[src/rtl/sid_pkg.sv]
// Shared register map and sizing constants for the SID-compatible bus responder.
package sid_pkg;

  localparam int VOICE_COUNT           = 3;
  localparam int VOICE_STRIDE          = 7;
  localparam int DECAY_STROBES_DEFAULT = 2000;
  localparam int DECAY_W_DEFAULT       = 11;

  typedef enum logic [2:0] {
    VREG_FREQ_LO = 3'd0,
    VREG_FREQ_HI = 3'd1,
    VREG_PW_LO   = 3'd2,
    VREG_PW_HI   = 3'd3,
    VREG_CTRL    = 3'd4,
    VREG_AD      = 3'd5,
    VREG_SR      = 3'd6
  } voice_reg_e;

  localparam logic [4:0] ADDR_V1_FREQ_LO = 5'd0;
  localparam logic [4:0] ADDR_V1_FREQ_HI = 5'd1;
  localparam logic [4:0] ADDR_V1_PW_LO   = 5'd2;
  localparam logic [4:0] ADDR_V1_PW_HI   = 5'd3;
  localparam logic [4:0] ADDR_V1_CTRL    = 5'd4;
  localparam logic [4:0] ADDR_V1_AD      = 5'd5;
  localparam logic [4:0] ADDR_V1_SR      = 5'd6;
  localparam logic [4:0] ADDR_V2_FREQ_LO = 5'd7;
  localparam logic [4:0] ADDR_V2_FREQ_HI = 5'd8;
  localparam logic [4:0] ADDR_V2_PW_LO   = 5'd9;
  localparam logic [4:0] ADDR_V2_PW_HI   = 5'd10;
  localparam logic [4:0] ADDR_V2_CTRL    = 5'd11;
  localparam logic [4:0] ADDR_V2_AD      = 5'd12;
  localparam logic [4:0] ADDR_V2_SR      = 5'd13;
  localparam logic [4:0] ADDR_V3_FREQ_LO = 5'd14;
  localparam logic [4:0] ADDR_V3_FREQ_HI = 5'd15;
  localparam logic [4:0] ADDR_V3_PW_LO   = 5'd16;
  localparam logic [4:0] ADDR_V3_PW_HI   = 5'd17;
  localparam logic [4:0] ADDR_V3_CTRL    = 5'd18;
  localparam logic [4:0] ADDR_V3_AD      = 5'd19;
  localparam logic [4:0] ADDR_V3_SR      = 5'd20;
  localparam logic [4:0] ADDR_FC_LO      = 5'd21;
  localparam logic [4:0] ADDR_FC_HI      = 5'd22;
  localparam logic [4:0] ADDR_RES_FILT   = 5'd23;
  localparam logic [4:0] ADDR_MODE_VOL   = 5'd24;
  localparam logic [4:0] ADDR_POTX       = 5'd25;
  localparam logic [4:0] ADDR_POTY       = 5'd26;
  localparam logic [4:0] ADDR_OSC3       = 5'd27;
  localparam logic [4:0] ADDR_ENV3       = 5'd28;

  function automatic logic [4:0] voice_addr(input int voice, input voice_reg_e reg_sel);
    return 5'(voice * VOICE_STRIDE + int'(reg_sel));
  endfunction

endpackage

[src/rtl/sid_open_bus.sv]
// Open-bus latch: holds the last value seen on the data bus and fades it to zero
// after a fixed number of bus strobes without a fresh load.
module sid_open_bus
  import sid_pkg::*;
#(
  parameter int DECAY_STROBES = DECAY_STROBES_DEFAULT,
  parameter int DECAY_W       = DECAY_W_DEFAULT
) (
  input  logic       clk,
  input  logic       reset,
  input  logic       strobe,
  input  logic       load,
  input  logic [7:0] load_value,
  output logic [7:0] value
);

  logic [DECAY_W-1:0] count;

  // A load always wins over expiry in the same cycle.
  always_ff @(posedge clk) begin
    if (reset) begin
      value <= '0;
      count <= '0;
    end else if (load) begin
      value <= load_value;
      count <= DECAY_W'(DECAY_STROBES);
    end else if (strobe && count != '0) begin
      count <= count - DECAY_W'(1);
      if (count == DECAY_W'(1)) begin
        value <= '0;
      end
    end
  end

endmodule

[src/rtl/sid_bus_regs.sv]
// SID bus responder: write-only voice/filter/volume register file, gate-edge
// pulses for the envelope generators, and readback with open-bus decay.
module sid_bus_regs
  import sid_pkg::*;
#(
  parameter int DECAY_STROBES = DECAY_STROBES_DEFAULT,
  parameter int DECAY_W       = DECAY_W_DEFAULT
) (
  input  logic        clk8_i,
  input  logic        reset_i,
  input  logic        cpu_en_i,
  input  logic        rw_ni,
  input  logic [4:0]  addr_i,
  input  logic [7:0]  data_i,
  output logic [7:0]  data_o,
  output logic        data_oe_o,
  input  logic [7:0]  osc3_i,
  input  logic [7:0]  env3_i,
  input  logic [7:0]  potx_i,
  input  logic [7:0]  poty_i,
  output logic [47:0] freq_o,
  output logic [35:0] pw_o,
  output logic [23:0] ctrl_o,
  output logic [23:0] ad_o,
  output logic [23:0] sr_o,
  output logic [10:0] fc_o,
  output logic [7:0]  res_filt_o,
  output logic [7:0]  mode_vol_o,
  output logic [2:0]  gate_on_o,
  output logic [2:0]  gate_off_o
);

  logic [2:0][15:0] freq;
  logic [2:0][11:0] pw;
  logic [2:0][7:0]  ctrl;
  logic [2:0][7:0]  ad;
  logic [2:0][7:0]  sr;
  logic [10:0]      fc;
  logic [7:0]       res_filt;
  logic [7:0]       mode_vol;
  logic [2:0]       gate_on;
  logic [2:0]       gate_off;

  logic       wr_en;
  logic       rd_en;
  logic       rd_live;
  logic [7:0] rd_value;
  logic [7:0] latch;

  assign wr_en     = cpu_en_i & ~rw_ni;
  assign rd_en     = cpu_en_i & rw_ni;
  assign data_oe_o = rd_en;

  always_ff @(posedge clk8_i) begin
    if (reset_i) begin
      freq     <= '0;
      pw       <= '0;
      ctrl     <= '0;
      ad       <= '0;
      sr       <= '0;
      fc       <= '0;
      res_filt <= '0;
      mode_vol <= '0;
      gate_on  <= '0;
      gate_off <= '0;
    end else begin
      gate_on  <= '0;
      gate_off <= '0;
      if (wr_en) begin
        for (int n = 0; n < VOICE_COUNT; n++) begin
          if (addr_i == voice_addr(n, VREG_FREQ_LO)) freq[n][7:0]  <= data_i;
          if (addr_i == voice_addr(n, VREG_FREQ_HI)) freq[n][15:8] <= data_i;
          if (addr_i == voice_addr(n, VREG_PW_LO))   pw[n][7:0]    <= data_i;
          if (addr_i == voice_addr(n, VREG_PW_HI))   pw[n][11:8]   <= data_i[3:0];
          if (addr_i == voice_addr(n, VREG_AD))      ad[n]         <= data_i;
          if (addr_i == voice_addr(n, VREG_SR))      sr[n]         <= data_i;
          // Pulse lines up with the cycle the new ctrl value first appears.
          if (addr_i == voice_addr(n, VREG_CTRL)) begin
            ctrl[n]     <= data_i;
            gate_on[n]  <= data_i[0] & ~ctrl[n][0];
            gate_off[n] <= ~data_i[0] & ctrl[n][0];
          end
        end
        case (addr_i)
          ADDR_FC_LO:    fc[2:0]  <= data_i[2:0];
          ADDR_FC_HI:    fc[10:3] <= data_i;
          ADDR_RES_FILT: res_filt <= data_i;
          ADDR_MODE_VOL: mode_vol <= data_i;
          default: ;
        endcase
      end
    end
  end

  always_comb begin
    rd_value = latch;
    rd_live  = 1'b0;
    case (addr_i)
      ADDR_POTX: begin rd_value = potx_i; rd_live = 1'b1; end
      ADDR_POTY: begin rd_value = poty_i; rd_live = 1'b1; end
      ADDR_OSC3: begin rd_value = osc3_i; rd_live = 1'b1; end
      ADDR_ENV3: begin rd_value = env3_i; rd_live = 1'b1; end
      default: ;
    endcase
  end

  assign data_o = rd_value;

  sid_open_bus #(
    .DECAY_STROBES(DECAY_STROBES),
    .DECAY_W      (DECAY_W)
  ) u_open_bus (
    .clk       (clk8_i),
    .reset     (reset_i),
    .strobe    (cpu_en_i),
    .load      (wr_en | (rd_en & rd_live)),
    .load_value(wr_en ? data_i : rd_value),
    .value     (latch)
  );

  assign freq_o     = freq;
  assign pw_o       = pw;
  assign ctrl_o     = ctrl;
  assign ad_o       = ad;
  assign sr_o       = sr;
  assign fc_o       = fc;
  assign res_filt_o = res_filt;
  assign mode_vol_o = mode_vol;
  assign gate_on_o  = gate_on;
  assign gate_off_o = gate_off;

endmodule

[config.mk]
export PLATFORM = sky130hd
export DESIGN_NAME = sid_bus_regs
export DESIGN_NICKNAME = d
export VERILOG_FILES = /design/src/rtl/sid_pkg.sv /design/src/rtl/sid_open_bus.sv /design/src/rtl/sid_bus_regs.sv
export SDC_FILE = /design/constraint.sdc
export NUM_CORES = 1
export LEC_CHECK = 0
export ABC_CLOCK_PERIOD_IN_PS = 2750
export CELL_PAD_IN_SITES_DETAIL_PLACEMENT = 0
export CELL_PAD_IN_SITES_GLOBAL_PLACEMENT = 1
export CORE_MARGIN = 1
export CORE_UTILIZATION = 35
export DETAILED_ROUTE_END_ITERATION = 8
export GPL_ROUTABILITY_DRIVEN = 0
export GPL_TIMING_DRIVEN = 0
export PLACE_DENSITY = 0.8
export SLEW_MARGIN = 20
export SYNTH_ARGS = -nofsm -noshare
export SYNTH_HDL_FRONTEND = slang
export SYNTH_SLANG_ARGS = --single-unit
[constraint.sdc]
create_clock -name clk8_i -period 2.75 [get_ports clk8_i]
set_input_delay 0.55 -clock clk8_i [delete_from_list [all_inputs] [get_ports clk8_i]]
set_output_delay 0.55 -clock clk8_i [all_outputs]
set_load 0.01 [all_outputs]
* Word-level counts from Yosys, hierarchy flattened
Cells that the tools add are included.
** Storage, ports and cells
- Bits in registers :: 208
- Input bits :: 49
- Output and inout bits :: 198
- Logic and storage cells :: 127
** Cells by class
- Add/subtract/negate cells :: 1
- Equality and inequality tests :: 29
- Mux-type cells :: 8
- Bitwise gates (word level) :: 19
- Reduce and logical (&&, ||, !) cells :: 36
** Operator list (number)
- 5-bit == test (second input constant) :: 13
- 2-bit AND reduction :: 26
- 5-bit by 4-bit == test with 1-bit output (second input constant) :: 8
- 8-bit 2-to-1 mux :: 4
- 8-bit case mux with 4 select lines :: 1
- 11-bit 2-to-1 mux :: 2
- 5-bit by 3-bit == test with 1-bit output (second input constant) :: 4
- 11-bit by 1-bit == test with 1-bit output (second input constant) :: 1
- 11-bit nonzero test :: 1
- 11-bit by 1-bit subtractor with 11-bit output (second input constant) :: 1
- 5-bit by 2-bit == test with 1-bit output (second input constant) :: 2
- 1-bit AND :: 9
- 1-bit NOT :: 9
- 3-bit OR reduction :: 3
- 5-bit by 1-bit == test with 1-bit output (second input constant) :: 1
- 5-bit logical NOT :: 1
- 2-bit nonzero test :: 2
- 4-bit OR reduction :: 1
- 2-bit OR reduction :: 1
- 1-bit logical AND :: 1
- 1-bit 2-to-1 mux :: 1
- 1-bit bitwise OR :: 1

* Depth between registers and ports, before layout
Gate-level depths: netlist (run 1).
- Depth in word-level cells :: 7
- Mapped depth :: 7
- Mapped depth without buffers :: 6

* Hierarchy
Synthesis (run 1) repeated with hierarchy kept, for this count alone.
** Unflattened totals
- Cell total of the unflattened synthesis :: 843
- Area, all modules :: 8379.3 µm²
** By module, submodules not included
- sid_bus_regs :: times used 1, cells each 757, area an instance 7478.4 µm², sequential area each 3783.6 µm²
- sid_open_bus :: times used 1, cells each 86, area an instance 900.9 µm², sequential area each 380.4 µm²

* Worst setup path before layout (run 1)
No wires, ideal clock.
- Path kind :: input-to-output
- Start point :: input addr_i[3]
- End point :: output data_o[0]
- Arrival :: 1.849 ns
- Required time :: 2.200 ns
- Slack :: 0.351 ns
- Stages :: 7
- Buffers on the path :: 3
- Cells stage by stage :: clkbuf_1 -> nor2b_1 -> clkbuf_1 -> and3_1 -> clkbuf_1 -> a221o_1 -> a21o_1
** On the way
- Word-level cells in the longest chain between the ends :: 2
- Elaborated cells on any way between the ends :: 5
- Those cells by class :: eq/ne (4); mux (1)
** RTL lines
- start, declared :: RTL line sid_bus_regs.sv:13 : input logic [4:0] addr_i,
- 5-bit == test :: RTL line sid_bus_regs.sv:98 : case (addr_i)
- 8-bit case mux with 4 select lines * :: RTL line sid_bus_regs.sv:98
- end, declared :: RTL line sid_bus_regs.sv:15 : output logic [7:0] data_o,
Mark *: on every way between the ends. The rest lies on a longest branch, timed or not.

* Worst setup path in the final report (run 1)
Ends and elaborated chain as after synthesis.

==> flow_summary.toml, run 1 <==
[run_status]
outcome = "finished, final reports clean"

[synth]
postSynthNetCount = 860
synth_top_area_frac = 0.511
ys_top_cells_by_area = "dfxtp_1 51%, mux2i_1 23%, nor2_1 9.2%, clkbuf_1 2.3%, a221o_1 2.0%"
yosys_warnings = 0
synth-seq-cells = 208
yosysTopAreaCell = "dfxtp_1"
ys.flop_type = "dfxtp_1"
synthArstFlopShare = 0
netlist_area_sq_um = 8150
syn_inst = 808
synth.avg_cell_area_sq_um = 10.1
synth_edf_count = 0
seq_area_frac_synth = 0.511
synth.distinct_cells = 44

[setup_path]
arrival_ns = 2.14
reg2reg_depth = 6
startpoint_type = "input port"
worstPathMaxFanout = 10
cp-end-kind = "output port"
critPathKind = "input port to output port"
required_ns = 2.20

[power_and_ir_drop]
combPwrFrac = 0.085
power.leakage_nw = 5.04
peakVddDrop_mv = 0.434
powerDensity_nw_per_um2 = 559
clockPowerShare = 0.443
switching_share = 0.242
p_sw_mw = 1.58
pwr-share-seq = 0.472
internal_power_mw = 4.97

[worst_hold_path]
min_path_cells = 2
holdCritPathClass = "register to register"

[global_routing]
overflow = 0
grt_pass1_vias = 6491
grt_max_degree = 14
antenna_found_initial = 2
grt_usage = 0.214
grt_pass1_wl_mm = 39.2

[finish]
nNetsFinal = 1131
drive_gt1_frac = 0.0704
fin_util = 0.517
finalNonFillerCells = 1381
n_fill_cell = 2139
area_growth_pct = 43.9

[placement]
dp_slack_ns = -0.833
portBuffers = 240
dpl.cell_count = 1333
dp_hpwl_mm = 18.5

[die]
core_sq_um = 22700
die_w_microns = 155
top_level_ports = 247
die_area_sq_um = 23900
start_util = 0.359
chipHeight_microns = 155
rows = 55

[route]
viasPerCell = 4.94
routed_wl_mm = 26.3
vias = 6825
avgRoutedWirePerCell_microns = 19.1
drtPass1Iterations = 5
drc = 0
antenna_left = 0
drtIter0Drc = 351

[sta]
max_freq_mhz = 372
hold_viol_final = 0
finalSetupViolations = 0
worst_pin_slew_ns = 0.901
skew_ns = 0.00951
max_slew_margin = 0.396
slew_viol_final = 0
finalWorstSetupSlack_ns = 0.0592
fin_crit_ns = 2.69
final.period_utilization = 0.978
rsz0062_at_grt = "true"

[job]
drv_cap = 0

[clock_network]
clk_pin_slew_worst_paths_ns = 0.06
clk_latency_ns = 0.51
cts_tree = "done"
htree_levels = 1
cts_max_path_buffers = 3
cts_root_buf = "clkbuf_16"
ctsHoldBuffers = 0
cts_sinks = 208
cts_buffers = 23
[synth_stat cells (4+ instances only)]
cell / count
nand3_1: 13
a221o_1: 16
o21ai_0: 6
dfxtp_1: 208
nand4_1: 6
clkbuf_1: 50
and3_1: 11
buf_2: 10
nor2_1: 200
a21o_1: 8
nor3_4: 4
or3_1: 5
a21oi_1: 6
nand2_1: 10
or4_1: 6
mux2i_1: 191
nor2b_1: 6
inv_1: 4
nor3_1: 6
[layout by cell type, fill, tap and decap left out, types with 10 or more instances in the layout]
cell type	count
clkdlybuf4s50_1	229
dfxtp_1	208
nor2_1	199
mux2i_1	190
clkbuf_1	52
clkbuf_16	23
a221o_1	16
nand3_1	13
nand2_1	10
and3_1	10
[cell families (layout without fill, tap and decap cells)]
kind of cell | Yosys count | count (layout) | share of synthesized area
xor gates and xnor gates | 2 | 2 | 0.00215
muxes | 191 | 191 | 0.235
buffers and inverters | 67 | 353 | 0.0324
other | 0 | 2 | 0
DFF | 208 | 208 | 0.511
AOI/OAI and AO/OA | 47 | 47 | 0.0457
adders and majority gates | 3 | 3 | 0.00461
and+or+nand+nor | 290 | 290 | 0.170
[path summary, 6_finish.rpt]
| path | startpoint | to | slack, ns |
|---|---|---|---|
| setup reg to reg | u_open_bus.count[0]$_SDFFE_PP0P_ | u_open_bus.count[5]$_SDFFE_PP0P_ | 0.50 |
| setup / recovery | addr_i[3] | data_o[0] | 0.06 |
| hold / removal | ctrl_o[0]$_SDFFE_PP0N_ | gate_off_o[0]$_SDFF_PP0_ | 0.48 |
| hold reg to reg | ctrl_o[0]$_SDFFE_PP0N_ | gate_off_o[0]$_SDFF_PP0_ | 0.48 |
[through the flow]
| step | power (mW) | setup TNS (ns) | hold slack, ns | area [sq um] |
|---|---|---|---|---|
| after floorplan | 3.46 | 0 | 0.456 | 8150 |
| after global placement | 3.70 | -32.18 | 0.466 | 10900 |
| after detailed placement | 3.70 | -38.61 | 0.467 | 10900 |
| after CTS | 6.61 | 0 | 0.477 | 11700 |
| after global routing | 6.81 | -0.00335 | 0.505 | 11700 |
| final | 6.55 | 0 | 0.477 | 11700 |
[power by group through the flow]
stage	sequential, mW	clock [mW]	combinational (mW)
after CTS	3.09	2.96	0.559
after floorplan	3.16	0	0.306
final	3.09	2.90	0.559
after global placement	3.16	0	0.539
after detailed placement	3.16	0	0.542
after global routing	3.10	3.10	0.611
[critical path, cell delays in order]
cell and delay, ns:
clkbuf_2 0.19, nor2b_1 0.17, clkbuf_1 0.17, and3_4 0.24
a221o_1 0.38, a21o_1 0.16, dlygate4sd2_1 0.27
[sequential cells by signal, summed over array words and instances (netlist names)]
signal,flops
pw_o,36
u_open_bus.count,11
res_filt_o,8
ctrl_o,24
u_open_bus.value,8
gate_on_o,3
ad_o,24
gate_off_o,3
mode_vol_o,8
freq_o,48
fc_o,11
sr_o,24
[final cells by class]
cell class              instances  area [sq um]  area share
clock inverters                 9          73.8     0.00629
plain buffers                  60           270      0.0230
well taps                     285           357      0.0304
multi-input cells             533          3750       0.320
diodes                          2          5.00    0.000427
clock buffers                  31           626      0.0533
flip-flops and latches        208          4160       0.355
repair buffers                249          2470       0.210
inverters                       4          15.0     0.00128
[per-layer routing]
| layer | up-vias | track usage | share of wire |
|---|---|---|---|
| met3 | 37 | 0.0630 | 0.082 |
| met2 | 228 | 0.345 | 0.45 |
| li1 | 3330 | - | - |
| met4 | 0 | 0.0566 | 0.021 |
| met5 | - | 0 | 0 |
| met1 | 3230 | 0.279 | 0.45 |
[repair_timing]
action / CTS / global route
setup endpoints to repair: 8 / 7
resized for setup: 44 / 2
setup buffers: 9 / 0
pin swaps: 2 / 0
(Power assumes the default switching activity.)
==> run 2: changes to the inputs <==
--- a/config.mk
+++ b/config.mk
@@ -6,14 +6,12 @@
 export NUM_CORES = 1
 export LEC_CHECK = 0
 export ABC_CLOCK_PERIOD_IN_PS = 2750
-export CELL_PAD_IN_SITES_DETAIL_PLACEMENT = 0
-export CELL_PAD_IN_SITES_GLOBAL_PLACEMENT = 1
 export CORE_MARGIN = 1
-export CORE_UTILIZATION = 35
+export CORE_UTILIZATION = 47
 export DETAILED_ROUTE_END_ITERATION = 8
 export GPL_ROUTABILITY_DRIVEN = 0
 export GPL_TIMING_DRIVEN = 0
-export PLACE_DENSITY = 0.8
+export PLACE_DENSITY = 0.81
 export SLEW_MARGIN = 20
 export SYNTH_ARGS = -nofsm -noshare
 export SYNTH_HDL_FRONTEND = slang
==> flow_summary.toml, run 2 (synthesized netlist as in run 1, its figures left out) <==
[run_status]
outcome = "finished, final reports clean"

[setup_path]
required_ns = 2.20
crit_cells = 8
reg2reg_from = "u_open_bus.count[0]$_SDFFE_PP0P_"
cp_slowest_cell = "or3_1"
cp-end-kind = "output port"
crit_chain = "dlygate4sd2_1 -> buf_6 -> buf_4 -> or3_1 -> nand4_1 -> buf_6 -> a21o_1 -> dlygate4sd2_1"
critPathBufInv = 5
path_delay_family = "buffers and inverters"
startpoint = "addr_i[0]"
reg2reg_depth = 6
cp_slowest_stage_delay_ns = 0.39
worstPathMaxFanout = 9
startpoint_type = "input port"
critPathKind = "input port to output port"
arrival_ns = 2.14

[global_routing]
overflow = 0
antenna_found_initial = 0
grt_max_degree = 14
grt_usage = 0.267
grt_pass1_vias = 6455
grt_pass1_wl_mm = 37.1

[finish]
final_common_cell = "clkdlybuf4s50_1"
multiInputGateArea_sq_um = 3740
drive_gt1_frac = 0.0670
largest_reg_flops = 48
n_fill_cell = 1297
final-seq-area_sq_um = 4160
area_growth_pct = 42.3
nNetsFinal = 1128
most-common-layout-cells = "229 x clkdlybuf4s50_1, 208 x dfxtp_1, 199 x nor2_1, 191 x mux2i_1, 46 x clkbuf_1"
finalNonFillerCells = 1309
antenna_cells = 0
fin_util = 0.692

[route]
antenna_left = 0
drtPass1Iterations = 5
vias = 6920
drc = 0
drtIter0Drc = 488
viasPerCell = 5.29
avgRoutedWirePerCell_microns = 19.1
routed_wl_mm = 25.0

[die]
top_level_ports = 247
start_util = 0.486
die_area_sq_um = 17900
rows = 47
die_w_microns = 134
chipHeight_microns = 134
core_sq_um = 16800

[sta]
max_slew_margin = 0.418
finalWorstSetupSlack_ns = 0.0554
slew_viol_final = 0
max_freq_mhz = 371
rsz0062_at_grt = "true"
finalSetupViolations = 0
fin_crit_ns = 2.69
skew_ns = 0.0109
hold_viol_final = 0
worst_pin_slew_ns = 0.868
holdWs_ns = 0.476
final.period_utilization = 0.980

[placement]
portBuffers = 240
dpl.cell_count = 1268
dp_slack_ns = -0.822
dp_hpwl_mm = 17.5

[clock_network]
clk_latency_ns = 0.50
cts_buffers = 23
cts_root_buf = "clkbuf_16"
htree_levels = 1
cts_tree = "done"
cts_sinks = 208
clk_pin_slew_worst_paths_ns = 0.06
cts_max_path_buffers = 3

[worst_hold_path]
holdCritPathClass = "register to register"
min_path_cells = 2
holdCritStartpoint = "ctrl_o[0]$_SDFFE_PP0N_"

[power_and_ir_drop]
total_power_mw = 6.50
powerDensity_nw_per_um2 = 560
power.leakage_nw = 5.03
peakVddDrop_mv = 0.413

[job]
drv_cap = 0
run 2: path summary, 6_finish.rpt:
| kind | slack (ns) | end |
|---|---|---|
| max | 0.06 | data_o[1] |
| min | 0.48 | gate_off_o[0]$_SDFF_PP0_ |
| max reg2reg | 0.54 | u_open_bus.count[7]$_SDFFE_PP0P_ |
| min reg2reg | 0.48 | gate_off_o[0]$_SDFF_PP0_ |
run 2: power by group:
group	switching (mW)	leakage, nW	internal, mW
combinational	0.324	3.01	0.220
sequential	0.0366	1.68	3.06
clock	1.22	0.343	1.64
run 2: worst min-delay path, stage by stage, from the launching register on:
cell     delay [ns]
dfxtp_1        0.34
nand2_1        0.06
nor2_1         0.03
run 2: stage by stage:
stage / instance area, sq um / TNS, ns
after floorplan: 8150 / 0
after global placement: 10800 / -23.61
after detailed placement: 10800 / -27.01
after CTS: 11600 / 0
after global routing: 11600 / -0.100
final: 11600 / 0
run 2: layer usage:
layer,global-route usage,vias up,wire [microns]
met5,0,-,0
met4,0.0758,0,577
met3,0.0750,37,2140
met2,0.434,278,11500
met1,0.347,3280,10800
li1,-,3325,-
run 2: cell type report:
cell class              instances  share of cell area
clock inverters                10             0.00550
well taps                     220              0.0237
clock buffers                  28              0.0547
repair buffers                247               0.211
plain buffers                  59              0.0229
inverters                       4             0.00129
multi-input cells             533               0.322
flip-flops and latches        208               0.359
run 2: timing repair:
action                     in CTS  in global routing
pin swaps                       5                  1
setup endpoints to repair       8                 11
hold buffers                    0                  0
setup buffers                   6                  1
cloned                          0                  0
resized for setup              26                  5
